===== src/rtl/ring_cadence_ctrl.sv =====
// ring_cadence_ctrl: ringing sequencer for incoming calls.
// Drives an external 4-bit countdown timer (load strobe, load value, tick
// strobe), alternates ring-on/ring-off intervals, counts rings and reports
// answered / cancelled / no-answer outcomes.
// Optional feature macro: MISSED_CALL_LATCH_EN (sticky missed_call flag).
module ring_cadence_ctrl #(
  parameter int unsigned TICK_DIV  = 27000000,
  parameter int unsigned RING_ON   = 2,
  parameter int unsigned RING_OFF  = 4,
  parameter int unsigned MAX_RINGS = 6
) (
  input  logic       clk,
  input  logic       sys_reset,
  input  logic       ring_req,
  input  logic       answered,
  input  logic       cancel,
  input  logic       timer_expired,
  output logic       start_timer,
  output logic [3:0] timer_value,
  output logic       timer_enable,
  output logic       ringing,
  output logic [3:0] ring_count,
  output logic       call_answered,
  output logic       no_answer,
  output logic       missed_call,
  input  logic       clear_missed
);

  localparam int unsigned CW = (TICK_DIV > 1) ? $clog2(TICK_DIV) : 1;

  typedef enum logic [2:0] {
    S_IDLE,
    S_LOAD_ON,
    S_WAIT_ON,
    S_LOAD_OFF,
    S_WAIT_OFF,
    S_GIVE_UP,
    S_ANSWER
  } state_t;

  state_t          state_q, state_d;
  logic [3:0]      ring_count_q, ring_count_d;
  logic [CW-1:0]   tick_q, tick_d;
  logic            abortable;

  // State, ring counter and tick divider registers
  always_ff @(posedge clk) begin
    if (sys_reset) begin
      state_q      <= S_IDLE;
      ring_count_q <= '0;
      tick_q       <= '0;
    end else begin
      state_q      <= state_d;
      ring_count_q <= ring_count_d;
      tick_q       <= tick_d;
    end
  end

  // Next-state logic: cancel beats answered beats timer expiry beats ring_req
  always_comb begin
    state_d      = state_q;
    ring_count_d = ring_count_q;
    abortable    = !(state_q inside {S_IDLE, S_GIVE_UP, S_ANSWER});

    // Every visit to LOAD_ON starts a ring-on period, however it is left.
    if (state_q == S_LOAD_ON && ring_count_q != 4'hF)
      ring_count_d = ring_count_q + 4'd1;

    if (abortable && cancel) begin
      state_d = S_IDLE;
    end else if (abortable && answered) begin
      state_d = S_ANSWER;
    end else begin
      case (state_q)
        S_IDLE: begin
          if (ring_req) begin
            state_d      = S_LOAD_ON;
            ring_count_d = '0;
          end
        end
        S_LOAD_ON:  state_d = S_WAIT_ON;
        S_WAIT_ON: begin
          if (timer_expired)
            state_d = (ring_count_q == 4'(MAX_RINGS)) ? S_GIVE_UP : S_LOAD_OFF;
        end
        S_LOAD_OFF: state_d = S_WAIT_OFF;
        S_WAIT_OFF: begin
          if (timer_expired)
            state_d = S_LOAD_ON;
        end
        S_GIVE_UP:  state_d = S_IDLE;
        S_ANSWER:   state_d = S_IDLE;
        default:    state_d = S_IDLE;
      endcase
    end
  end

  // Outputs decoded from registered state; tick divider restarts on each load
  always_comb begin
    start_timer   = (state_q == S_LOAD_ON) || (state_q == S_LOAD_OFF);
    timer_value   = '0;
    if (state_q == S_LOAD_ON)  timer_value = 4'(RING_ON);
    if (state_q == S_LOAD_OFF) timer_value = 4'(RING_OFF);
    ringing       = (state_q == S_WAIT_ON);
    call_answered = (state_q == S_ANSWER);
    no_answer     = (state_q == S_GIVE_UP);
    ring_count    = ring_count_q;
    timer_enable  = (tick_q == CW'(TICK_DIV - 1));
    tick_d        = (start_timer || timer_enable) ? '0 : tick_q + CW'(1);
  end

`ifdef MISSED_CALL_LATCH_EN
  logic missed_q, missed_d;

  // Sticky missed-call flag; a new no-answer wins over a coincident clear
  always_comb begin
    missed_d = missed_q;
    if (no_answer)         missed_d = 1'b1;
    else if (clear_missed) missed_d = 1'b0;
  end

  // Missed-call flag register
  always_ff @(posedge clk) begin
    if (sys_reset) missed_q <= 1'b0;
    else           missed_q <= missed_d;
  end

  assign missed_call = missed_q;
`else
  logic unused_clear_missed;
  assign unused_clear_missed = clear_missed;
  assign missed_call = 1'b0;
`endif

endmodule


===== config.mk =====
export PLATFORM = sky130hd
export DESIGN_NAME = ring_cadence_ctrl
export DESIGN_NICKNAME = d
export VERILOG_FILES = /design/src/rtl/ring_cadence_ctrl.sv
export SDC_FILE = /design/constraint.sdc
export NUM_CORES = 1
export LEC_CHECK = 0
export CORE_UTILIZATION = 30
export DETAILED_ROUTE_END_ITERATION = 10
export PLACE_DENSITY = 0.54
export RECOVER_POWER = 25
export SYNTH_ARGS = -nofsm -noshare
export SYNTH_HDL_FRONTEND = slang
export SYNTH_SLANG_ARGS = --single-unit

===== constraint.sdc =====
create_clock -name clk -period 2.6 [get_ports clk]
set_input_delay 0.39 -clock clk [delete_from_list [all_inputs] [get_ports clk]]
set_output_delay 0.39 -clock clk [all_outputs]
set_load 0.1 [all_outputs]

==> results of run 1 <==
## power by group
group | internal (mW) | leakage, nW | switching, mW
clock | 0.211 | 0.0510 | 0.177
sequential | 0.522 | 0.259 | 0.0553
combinational | 0.115 | 0.406 | 0.318
## per-layer routing
layer | global-route usage [%] | up-vias | share of wire, %
met5 | 0 | - | 0
met4 | 4.938 | 0 | 1.2
met3 | 3.704 | 5 | 5.5
met2 | 19.94 | 23 | 44
met1 | 13.12 | 558 | 49
li1 | - | 654 | -
## critical path, stage by stage, from the launching register on
cell     delay, ns
dfxtp_1       0.43
nand4_2       0.25
nor2_1        0.32
and4_4        0.31
buf_12        0.18
## cell type report
type | instances | area [sq um]
Clock buffer | 6 | 82.58
Clock inverter | 2 | 10.01
Fill cell | 590 | 3281
Inverter | 5 | 18.77
Multi-Input combinational cell | 142 | 882.1
Sequential cell | 32 | 640.6
Tap cell | 70 | 87.58
Timing Repair Buffer | 17 | 137.6
## registers in the layout (all words and copies together) (netlist names)
register,flops
ring_count,4
state_q,3
tick_q,25
## layout by cell type (no fill, tap or decap), types with 2 or more instances in the layout
master,instances
nand4_1,5
a21oi_1,4
clkbuf_8,6
nor2_1,36
nor4_4,2
clkinv_2,2
a31oi_1,2
and3_1,3
dfxtp_1,32
or3_1,2
nand2_1,13
clkdlybuf4s50_1,5
a21o_1,2
xor2_1,18
nor3_1,4
ha_1,3
o21ai_0,2
clkbuf_1,4
or2_2,2
nor2b_1,4
inv_1,5
xnor2_1,6
buf_4,7
nand3_1,14
conb_1,3
## logic make-up (layout without fill, tap and decap cells)
| logic type | after synthesis | count (layout) | share of synthesized area (%) |
|---|---|---|---|
| AOI/OAI and AO/OA | 13 | 13 | 5.190 |
| xor gates and xnor gates | 24 | 24 | 13.01 |
| adders and majority gates | 3 | 3 | 2.324 |
| buffers and inverters | 13 | 30 | 6.042 |
| DFF | 32 | 32 | 39.66 |
| muxes | 1 | 1 | 0.6197 |
| other | 1 | 3 | 0.2322 |
| and+or+nand+nor | 98 | 98 | 32.92 |
## final timing paths
| check | start | endpoint | slack, ns | depth (start not counted) |
|---|---|---|---|---|
| setup reg to reg | tick_q[2] | tick_q[3] | 0.71 | 6 |
| hold / removal | tick_q[0] | tick_q[0] | 0.46 | 1 |
| hold reg to reg | tick_q[0] | tick_q[0] | 0.46 | 1 |
| setup / recovery | tick_q[2] | timer_enable | 0.44 | 4 |
## per-stage QoR
stage	instances	area [sq um]	hold WS, ns
finish	274	1859	0.4644
floorplan	187	1629	0.4296
global route	274	1859	0.5112
CTS	274	1883	0.4706
detailed placement	266	1790	0.4536
global placement	266	1790	0.4453
==> metrics.md, run 1 <==
| Metric | Value |
|---|---|
| Post-Synthesis Cells | `185` |
| Run status | `completed` |
| Clk sink count | `32` |
| N_diodes | `0` |
| Worst min-delay path category | `flop to flop` |
| CP endpoint kind | `output pin` |
| Distinct cells, synth | `41` |
| RSZ-0062 raised after global routing | `false` |
| Clock buffer depth | `2` |
| First DRT Iteration DRCs | `37` |
| Gpl congestion | `0.7244` |
| Die width | `75.38 um` |
| Root Buffer | `clkbuf_8` |
| CTS resizes | `0` |
| Aggregate global routing overflow | `0` |
| Register area share after synthesis | `39.66%` |
| CORE AREA | `5140 sq um` |
| H-Tree Level Count | `2` |
| Most frequent cell after synthesis | `nor2_1` |
| Pre-CTS WS | `0.6902 ns` |
| Period utilization | `83.01%` |
| Starting Density | `31.43%` |
| Largest net degree at the start of global routing | `26` |
| DRT Pass-1 Iters | `4` |
| Final WS setup | `0.4417 ns` |
| Leak Pwr | `0.7154 nW` |
| Leading post-synthesis cells by cell area | `dfxtp_1 (40%), xor2_1 (9.8%), nor2_1 (8.4%)` |
| Power Total | `1.398 mW` |
| Synth warnings | `0` |
| Dpl hpwl | `2061 um` |
| Crit path time final | `2.158 ns` |
| Via density | `4.526` |
| TritonCTS clock tree | `done` |
| Post-synth EDFFs | `0` |
| Top cell type's share of synthesized area | `39.66%` |
| Vias in the first global route | `1167` |
| GRT Util Overall | `11.55%` |
| Clock Skew | `0.006321 ns` |
| Setup_tns | `0 ns` |
| Final Setup Violations | `0` |
| Synthesized area per cell | `8.731 sq um` |
| Die height | `75.38 um` |
| Area Overhead vs Synth | `15.10%` |
| # IOs | `21` |
| Most area-hungry cell type in the Yosys netlist | `dfxtp_1` |
| CP Class | `flop to output pin` |
| Seq cells post-synth | `32` |
| Post-CTS Setup Repair Bufs | `0` |
| Vias | `1240` |
| Max_cap viols | `0` |
| Antenna viol nets, final | `0` |
| Least-Margin Pin Slew | `1.162 ns` |
| Critical path peak fanout | `5` |
| Num CTS Buffers | `5` |
| Asr flop ratio synth | `0%` |
| DR WL/cell | `10.67 um` |
| Fin. Hold Viols | `0` |
| Final net count | `213` |
| Netlist Area Pre-Place | `1615 sq um` |
| Finished Core Util | `36.17%` |
| # rows | `26` |
| Number of hold buffers added after CTS | `0` |
| DRC viols | `0` |
| Slew Limit Fails | `0` |
| Total die area | `5681 sq um` |
| Initial antenna violation count | `0` |
| FMAX | `0.4633 GHz` |
| WP data arrival | `1.77 ns` |
| Setup crit start kind | `flop` |
| Detailed Route WL | `2924 um` |
| Crit path required time | `2.21 ns` |
| Reg clk slew, reported paths | `0.07 ns` |
| Normalized max-slew margin | `22.87%` |
| Share of layout cells above drive strength 1 | `12.25%` |
| First-pass GRT wire length | `4926 um` |
| Clock Latency Late Sink | `0.28 ns` |
| Synth top cells by count | `nor2_1 (36), dfxtp_1 (32), xor2_1 (18)` |
| Peak VDD IR | `0.0005128 V` |
| Pwr dens | `752.0 nW/um^2` |
| Prevailing post-synth register cell | `dfxtp_1` |
| IO Port Bufs | `16` |
No activity file was read; power rests on OpenSTA's default activity.
==> run 2, diff against run 1 <==
- clock period: 2.6 -> 2.1 ns (I/O delays scaled with it)
==> run 2 against run 1 <==
Against the previous run:
- global-route usage decreased by 0.12 points
- first-iteration DRC count fell by 41%
- combinational power is 40% higher
- sequential share of layout area decreased by 1.5 points
- non-clock buffer count increased by 4
==> metrics.md, run 2 (synthesized netlist as in run 1, its figures left out) <==
| Metric | Value |
|---|---|
| Top Family by Delay on Critical Path | `simple AND/OR/NAND/NOR gates` |
| Gpl congestion | `0.7105 (-1.9%)` |
| Fin. Hold Viols | `0 (unchanged)` |
| Final Cell Area | `1963 sq um (+5.6%)` |
| Num CTS Buffers | `5 (unchanged)` |
| Via density | `4.502 (-0.52%)` |
| Crit path time final | `2.040 ns` |
| Share of layout cells above drive strength 1 | `17.39% (+5.1 points)` |
| Placed cell area | `1884 sq um (+5.2%)` |
| Peak VDD IR | `0.0005844 V (+14%)` |
| Starting Density | `31.43% (unchanged)` |
| Clock Skew | `0.004360 ns (-0.001961 ns)` |
| GRT Util Overall | `11.42% (-0.12 points)` |
| # rows | `26 (unchanged)` |
| Dpl hpwl | `2116 um (+2.7%)` |
| Pre-CTS WS | `0.3445 ns (-0.3457 ns)` |
| Most common cell after layout, fill and taps aside | `nor2_1` |
| Number of hold buffers added after CTS | `0 (unchanged)` |
| Total die area | `5681 sq um (unchanged)` |
| Final hold slack | `0.4676 ns (+0.003233 ns)` |
| Area Overhead vs Synth | `21.53%` |
| Worst path bufs/invs | `1 (unchanged)` |
| Clock buffer depth | `2 (unchanged)` |
| Least-Margin Pin Slew | `0.5396 ns (-0.6224 ns)` |
| CORE AREA | `5140 sq um (unchanged)` |
| Max reg flops | `25 (unchanged)` |
| Power Total | `1.744 mW (+25%)` |
| Final WS setup | `0.06027 ns (-0.3814 ns)` |
| IO Port Bufs | `16 (unchanged)` |
| Final net count | `217 (+1.9%)` |
| Root Buffer | `clkbuf_8` |
| Run status | `completed` |
| First-pass GRT wire length | `4947 um (+0.43%)` |
| Die width | `75.38 um (unchanged)` |
| Largest net degree at the start of global routing | `26 (unchanged)` |
| Reg-to-reg setup timing slack | `0.31 ns (-0.40 ns)` |
| Die height | `75.38 um (unchanged)` |
| N_diodes | `0 (unchanged)` |
| H-Tree Level Count | `2 (unchanged)` |
| Footprint of the multi-input gates | `887.1 sq um (+0.57%)` |
| Leak Pwr | `0.7606 nW (+6.3%)` |
| TritonCTS clock tree | `done` |
| Slew Limit Fails | `0 (unchanged)` |
| FF+latch area | `646.9 sq um (+0.98%)` |
| Aggregate global routing overflow | `0 (unchanged)` |
| Setup_tns | `0 ns (unchanged)` |
| CP Class | `flop to output pin` |
| Fillers | `548 (-7.1%)` |
| Worst-path cell chain | `or4_4, nor3_2, and4_4, buf_12` |
| Vias | `1247 (+0.56%)` |
| Normalized max-slew margin | `64.18% (+41 points)` |
| DRT Pass-1 Iters | `4 (unchanged)` |
| Clk sink count | `32 (unchanged)` |
| Max_cap viols | `0 (unchanged)` |
| First DRT Iteration DRCs | `22 (-41%)` |
| WP data arrival | `1.72 ns (-0.05 ns)` |
| Commonest cells after routing, fill and taps aside | `nor2_1 (36), dfxtp_1 (29), xor2_1 (18)` |
| RSZ-0062 raised after global routing | `true` |
| Pwr dens | `888.6 nW/um^2 (+18%)` |
| FMAX | `0.4903 GHz` |
| Final Setup Violations | `0 (unchanged)` |
| Worst min-delay path category | `flop to flop` |
| Critical path peak fanout | `3 (-2)` |
| Initial antenna violation count | `0 (unchanged)` |
| Biggest register | `tick_q` |
| Setup crit start kind | `flop` |
| CP endpoint kind | `output pin` |
| Antenna viol nets, final | `0 (unchanged)` |
| Period utilization | `97.13%` |
| Detailed Route WL | `2958 um (+1.2%)` |
| # IOs | `21 (unchanged)` |
| Clock Latency Late Sink | `0.27 ns (about the same)` |
| DR WL/cell | `10.68 um (about the same)` |
| CP max stage delay | `0.50 ns (+0.07 ns)` |
| Slowest stage cell, crit path | `or4_4` |
| Vias in the first global route | `1162 (-0.43%)` |
| DRC viols | `0 (unchanged)` |
| Crit path required time | `1.78 ns (-0.43 ns)` |
| Reg clk slew, reported paths | `0.06 ns (about the same)` |
[run 2: changes by cell type in the layout (fill, tap and decap cells not counted), sizes merged]
| cell | delta |
|---|---|
| clkinv | -1 |
| buf | +3 |
| clkbuf | +1 |
[run 2: cell type report]
cell class              count  share of cell area, %
inverters                   5                 0.9560
repair buffers             21                  12.49
flip-flops and latches     32                  32.95
well taps                  70                  4.461
clock buffers               6                  3.697
multi-input cells         142                  45.19
clock inverters             1                 0.2549
[run 2: path summary, 6_finish.rpt]
path                                 start            end  cells after the start
worst min-delay path             tick_q[0]      tick_q[0]                      1
worst max register to register  state_q[0]  ring_count[3]                      5
worst max-delay path            tick_q[21]   timer_enable                      4
worst min register to register   tick_q[0]      tick_q[0]                      1
[run 2: metal layers]
metal  track usage (%)  wire length [um]  vias to the layer above
met4             4.938                17                        0
met1             13.83              1498                      568
met3             3.307               116                        2
met5                 0                 0                        -
li1                  -                 -                      660
met2             18.95              1326                       17
[run 2: where the power goes]
group / switching (mW) / internal [mW]
Clock: 0.202 / 0.225
Sequential: 0.0664 / 0.647
Combinational: 0.408 / 0.196
[run 2: repair_timing]
action	in CTS	in global routing
setup buffers	0	3
resized for setup	0	4
setup endpoints to repair	0	1
[run 2: stage by stage]
stage / std cells / util, %
after floorplan: 187 / -
after global placement: 267 / 36.66
after detailed placement: 267 / 36.66
after CTS: 274 / 38.17
after global routing: 277 / 38.19
final: 277 / 38.19
==> run 3, diff against run 2 <==
- CAP_MARGIN: unset -> 15
==> results of run 3 <==
The final DEF is identical to that of run 2; final timing and power are the same.
